## config.mk

```make
export PLATFORM = sky130hd
export DESIGN_NAME = dag1_result_accumulator
export DESIGN_NICKNAME = d
export VERILOG_FILES = /design/src/rtl/dag1_result_accumulator.sv
export SDC_FILE = /design/constraint.sdc
export NUM_CORES = 1
export LEC_CHECK = 0
export ABC_AREA = 0
export BUFFER_PORTS_ARGS = -buffer_cell sky130_fd_sc_hd__buf_2
export CAP_MARGIN = 20
export CELL_PAD_IN_SITES_DETAIL_PLACEMENT = 0
export CELL_PAD_IN_SITES_GLOBAL_PLACEMENT = 1
export CORE_MARGIN = 1.5
export CORE_UTILIZATION = 40
export DETAILED_ROUTE_END_ITERATION = 8
export PLACE_DENSITY_LB_ADDON = 0.1
export SETUP_SLACK_MARGIN = 0.1
export SKIP_CTS_REPAIR_TIMING = 1
export SLEW_MARGIN = 20
export SYNTH_ARGS = -nofsm -noshare
export SYNTH_HDL_FRONTEND = slang
export SYNTH_SLANG_ARGS = --single-unit
```

## constraint.sdc

```tcl
create_clock -name clock -period 2 [get_ports clock]
set_input_delay 0.3 -clock clock [delete_from_list [all_inputs] [get_ports clock]]
set_output_delay 0.3 -clock clock [all_outputs]
set_load 0.01 [all_outputs]
```

## src/rtl/dag1_result_accumulator.sv

```systemverilog
`default_nettype none
// +--------------------------------------------------------------------------+
// | dag1_result_accumulator: sums DAG stage results per frame, valid/ready   |
// | Optional macro DAG1_ACC_SATURATE_EN clamps acc on carry. Rev 1.0         |
// +--------------------------------------------------------------------------+
module dag1_result_accumulator #(
    parameter int BITS      = 2,
    parameter int ACC_BITS  = 8,
    parameter int FRAME_LEN = 4
) (
    input  logic                clock,
    input  logic                reset,
    input  logic                in_valid,
    output logic                in_ready,
    input  logic [BITS-1:0]     in_data,
    input  logic                in_last,
    output logic                out_valid,
    input  logic                out_ready,
    output logic [ACC_BITS-1:0] out_sum,
    output logic [7:0]          out_count,
    output logic                out_overflow
);

    localparam logic [7:0] c_FRAME_LEN = 8'(FRAME_LEN);

    typedef enum logic [0:0] {
        ST_ACCUM = 1'b0,
        ST_HOLD  = 1'b1
    } state_t;

    state_t              state_q, state_d;
    logic [ACC_BITS-1:0] acc_q, acc_d;
    logic [7:0]          cnt_q, cnt_d;
    logic                ovf_q, ovf_d;
    logic                out_valid_q, out_valid_d;
    logic [ACC_BITS-1:0] out_sum_q, out_sum_d;
    logic [7:0]          out_count_q, out_count_d;
    logic                out_overflow_q, out_overflow_d;

    logic                w_accept;
    logic [ACC_BITS:0]   w_nxt;
    logic                w_carry;
    logic [7:0]          w_cnt_inc;
    logic                w_close;
    logic [ACC_BITS-1:0] w_acc_upd;

    assign in_ready  = (state_q == ST_ACCUM);
    assign w_accept  = in_valid & in_ready;
    assign w_nxt     = {1'b0, acc_q} + {{(ACC_BITS+1-BITS){1'b0}}, in_data};
    assign w_carry   = w_nxt[ACC_BITS];
    assign w_cnt_inc = cnt_q + 8'd1;
    assign w_close   = (w_cnt_inc == c_FRAME_LEN) | in_last;

`ifdef DAG1_ACC_SATURATE_EN
    // Once any carry has occurred in this frame the accumulator stays pinned at max.
    assign w_acc_upd = (w_carry | ovf_q) ? {ACC_BITS{1'b1}} : w_nxt[ACC_BITS-1:0];
`else
    assign w_acc_upd = w_nxt[ACC_BITS-1:0];
`endif

    always_comb begin
        state_d        = state_q;
        acc_d          = acc_q;
        cnt_d          = cnt_q;
        ovf_d          = ovf_q;
        out_valid_d    = out_valid_q;
        out_sum_d      = out_sum_q;
        out_count_d    = out_count_q;
        out_overflow_d = out_overflow_q;
        case (state_q)
            ST_ACCUM: begin
                if (w_accept) begin
                    if (w_close) begin
                        out_sum_d      = w_acc_upd;
                        out_count_d    = w_cnt_inc;
                        out_overflow_d = ovf_q | w_carry;
                        out_valid_d    = 1'b1;
                        acc_d          = '0;
                        cnt_d          = 8'd0;
                        ovf_d          = 1'b0;
                        state_d        = ST_HOLD;
                    end else begin
                        acc_d = w_acc_upd;
                        cnt_d = w_cnt_inc;
                        ovf_d = ovf_q | w_carry;
                    end
                end
            end
            ST_HOLD: begin
                if (out_valid_q & out_ready) begin
                    out_valid_d = 1'b0;
                    state_d     = ST_ACCUM;
                end
            end
            default: state_d = ST_ACCUM;
        endcase
    end

    always_ff @(posedge clock) begin
        if (reset) begin
            state_q        <= ST_ACCUM;
            acc_q          <= '0;
            cnt_q          <= 8'd0;
            ovf_q          <= 1'b0;
            out_valid_q    <= 1'b0;
            out_sum_q      <= '0;
            out_count_q    <= 8'd0;
            out_overflow_q <= 1'b0;
        end else begin
            state_q        <= state_d;
            acc_q          <= acc_d;
            cnt_q          <= cnt_d;
            ovf_q          <= ovf_d;
            out_valid_q    <= out_valid_d;
            out_sum_q      <= out_sum_d;
            out_count_q    <= out_count_d;
            out_overflow_q <= out_overflow_d;
        end
    end

    assign out_valid    = out_valid_q;
    assign out_sum      = out_sum_q;
    assign out_count    = out_count_q;
    assign out_overflow = out_overflow_q;

endmodule
`default_nettype wire

```

==> reports/metrics.yaml <==
clkSinkCount: 36
cts.path.max_buffers: 2
slowest_stage: "dfxtp_2"
cellPowerDensity_nw_per_um2: 551.2
drt_iter0_markers: 115
h-tree-depth: 2
status: "finished, final reports clean"
root_buffer: "clkbuf_8"
max_freq_ghz: 0.5278
hold_start: "out_ready"
ff2ff_path_depth: 7
arrival_ns: 2.11
diodes: 0
holdPathStages: 4
drtAntennaViolNets: 0
wire_per_inst_um: 16.86
synth_common_cells: "36 x dfxtp_1, 20 x nand3_1, 18 x nand2_1, 15 x clkbuf_1, 15 x nor3_1"
cap_viol_max_count: 0
rsz0062_at_grt: "true"
synth_top_cell_by_area: "dfxtp_1"
via_count: 2079
cts_tree: "built"
worst_pin_slew_ns: 0.8619
yosysMostFrequentCell: "dfxtp_1"
first_global_vias: 1874
antenna_found_initial: 0
synthCells: 253
synth_area_um2: 2230
tns_ns: 0
synthArstFlopShare_pct: 0
avgSynthCellArea_um2: 8.813
critPathLaunchType: "flop"
synth_enable_flop_cells: 0
reg2reg_slack_ns: 0.11
finalSetupViolations: 0
synth.net_count: 265
grt_use_total_pct: 21.19
die_area_um2: 6031
io_pins: 26
drive_gt1_share_pct: 32.87
cts_buffers: 5
crit_fanout: 2
synth_seq_cells: 36
insertion_delay_ns: 0.29
hp-class: "input pin to flop"
grt_max_degree: 44
fin_skew_ns: 0.004780
p_leak_nw: 1.036
area_growth_pct: 23.79
hold_viol: 0
gp_congestion: 0.7783
slew_viol_final: 0
yosys_most_used_dff: "dfxtp_1"
ys_seq_area_share_pct: 32.32
die_width_um: 77.66
gr-total-overflow: 0
fin_crit_sh_pct: 94.72
drt_wl_total_mm: 6.035
fp-row-count: 27
dr.pass1.iters: 4
path_cells: "ha_4 -> fa_2 -> and3_4 -> and3_4 -> and3_1 -> or3_1 -> nor3_1"
yosys_warnings: 0
die_height_um: 77.66
clk_pin_slew_ns: 0.07
start_util_pct: 40.99
ir_worst_vdd_mv: 0.2606
holdPathEnd: "state_q"
port_buffers: 25
critical_path_class: "flop to flop"
required_ns: 2.22
reg2reg_from: "acc_q[0]"
r2r-end: "acc_q[6]"
hpwl_mm: 3.976
slowest_delay_ns: 0.34
drc: 0
worst_path_most_repeated_cell: "and3_4"
relSlewSlack_pct: 42.10
fin_nets: 298
post-route-min-period_ns: 1.894
core_um2: 5439
yosysTopAreaCellShare_pct: 32.32
synth_cell_type_count: 52
viasPerCell: 5.807
yosys-top-cells-area: "dfxtp_1 32%, o2111ai_1 4.7%, nand3_1 4.5%"
grt_pass1_wl_mm: 9.936
crit_path_end_kind: "flop"
finish.utilization_pct: 50.75
[state kept, by name (all words and copies together), names as in the netlist]
register      count
state_q           1
out_sum           8
out_valid         1
cnt_q             8
acc_q             8
out_count         8
ovf_q             1
out_overflow      1
[per-layer routing]
metal	vias to the layer above	GRT usage [%]	wire length, µm
met3	8	3.882	177
li1	1038	-	-
met4	0	6.000	73
met2	33	33.74	2867
met1	1000	29.10	2917
met5	-	0	0
[critical path: cells and delay by family (launching register included)]
kind | cells | cell delay [ns]
flip-flops | 1 | 0.34
AND/OR/NAND/NOR | 5 | 0.99
adder cells (fa/ha/maj) | 2 | 0.50
[placed cells by master, fill, tap and decap left out, types with 3 or more instances in the layout]
master / instances
a21oi_1: 4
a22oi_1: 4
a31oi_1: 6
a32o_1: 4
a32oi_1: 7
a41o_1: 4
and3_4: 5
buf_2: 25
buf_4: 21
buf_6: 6
clkbuf_8: 7
dfxtp_1: 32
nand2_1: 18
nand2b_1: 4
nand3_1: 20
nor2_1: 9
nor3_1: 15
nor3b_1: 3
o2111ai_1: 6
o2111ai_2: 6
o211ai_1: 11
o21ai_0: 11
o311ai_1: 3
o31ai_1: 3
xnor2_1: 3
xor2_1: 8
xor2_2: 3
[through the flow]
step | power, mW | setup slack [ns] | instances | hold WS [ns] | instance area (µm²)
after global placement | 0.9542 | -0.05476 | 344 | 0.4689 | 2484
final | 1.521 | 0.1055 | 358 | 0.3114 | 2760
after floorplan | 0.8819 | 0.04978 | 253 | 0.4445 | 2245
after global routing | 1.596 | 0.05218 | 358 | 0.3269 | 2760
after detailed placement | 0.9537 | -0.07015 | 344 | 0.4766 | 2484
after CTS | 1.533 | -0.01678 | 351 | 0.3027 | 2580
[worst max-delay path by stage]
| stage | start | to | slack (ns) | depth (start not counted) |
|---|---|---|---|---|
| CTS | cnt_q[1] | out_overflow | -0.02 | 7 |
| global route | acc_q[0] | acc_q[6] | 0.05 | 7 |
| detailed placement | in_data[0] | acc_q[6] | -0.07 | 8 |
| floorplan | in_data[0] | acc_q[6] | 0.05 | 7 |
| global placement | in_data[0] | acc_q[6] | -0.05 | 8 |
| finish | acc_q[0] | acc_q[6] | 0.11 | 7 |
[report_power, final]
group          switching, mW  leakage, nW  internal [mW]
clock network          0.268       0.0503          0.307
logic                  0.130        0.691         0.0696
registers             0.0147        0.294          0.732
total                  0.413         1.04           1.11
[cell type report]
type	count	area [µm²]
inverter	3	11.26
fill	543	2679
sequential	36	730.7
multi-input combinational	187	1461
clock buffer	7	96.34
timing repair buffer	53	370.4
tap	72	90.09
[cell families (layout without fill, tap and decap cells)]
logic type / count (synthesis) / count (layout) / synth area share, %
AND/OR/NAND/NOR: 86 / 86 / 21.49
AO/OA/AOI/OAI: 80 / 80 / 29.52
flip-flops: 36 / 36 / 32.32
buffers and inverters: 30 / 63 / 7.070
XOR/XNOR: 14 / 14 / 5.500
adder cells (fa/ha/maj): 5 / 5 / 3.143
multiplexers: 2 / 2 / 0.9540
Note: power is estimated with default switching activity, not from simulation.
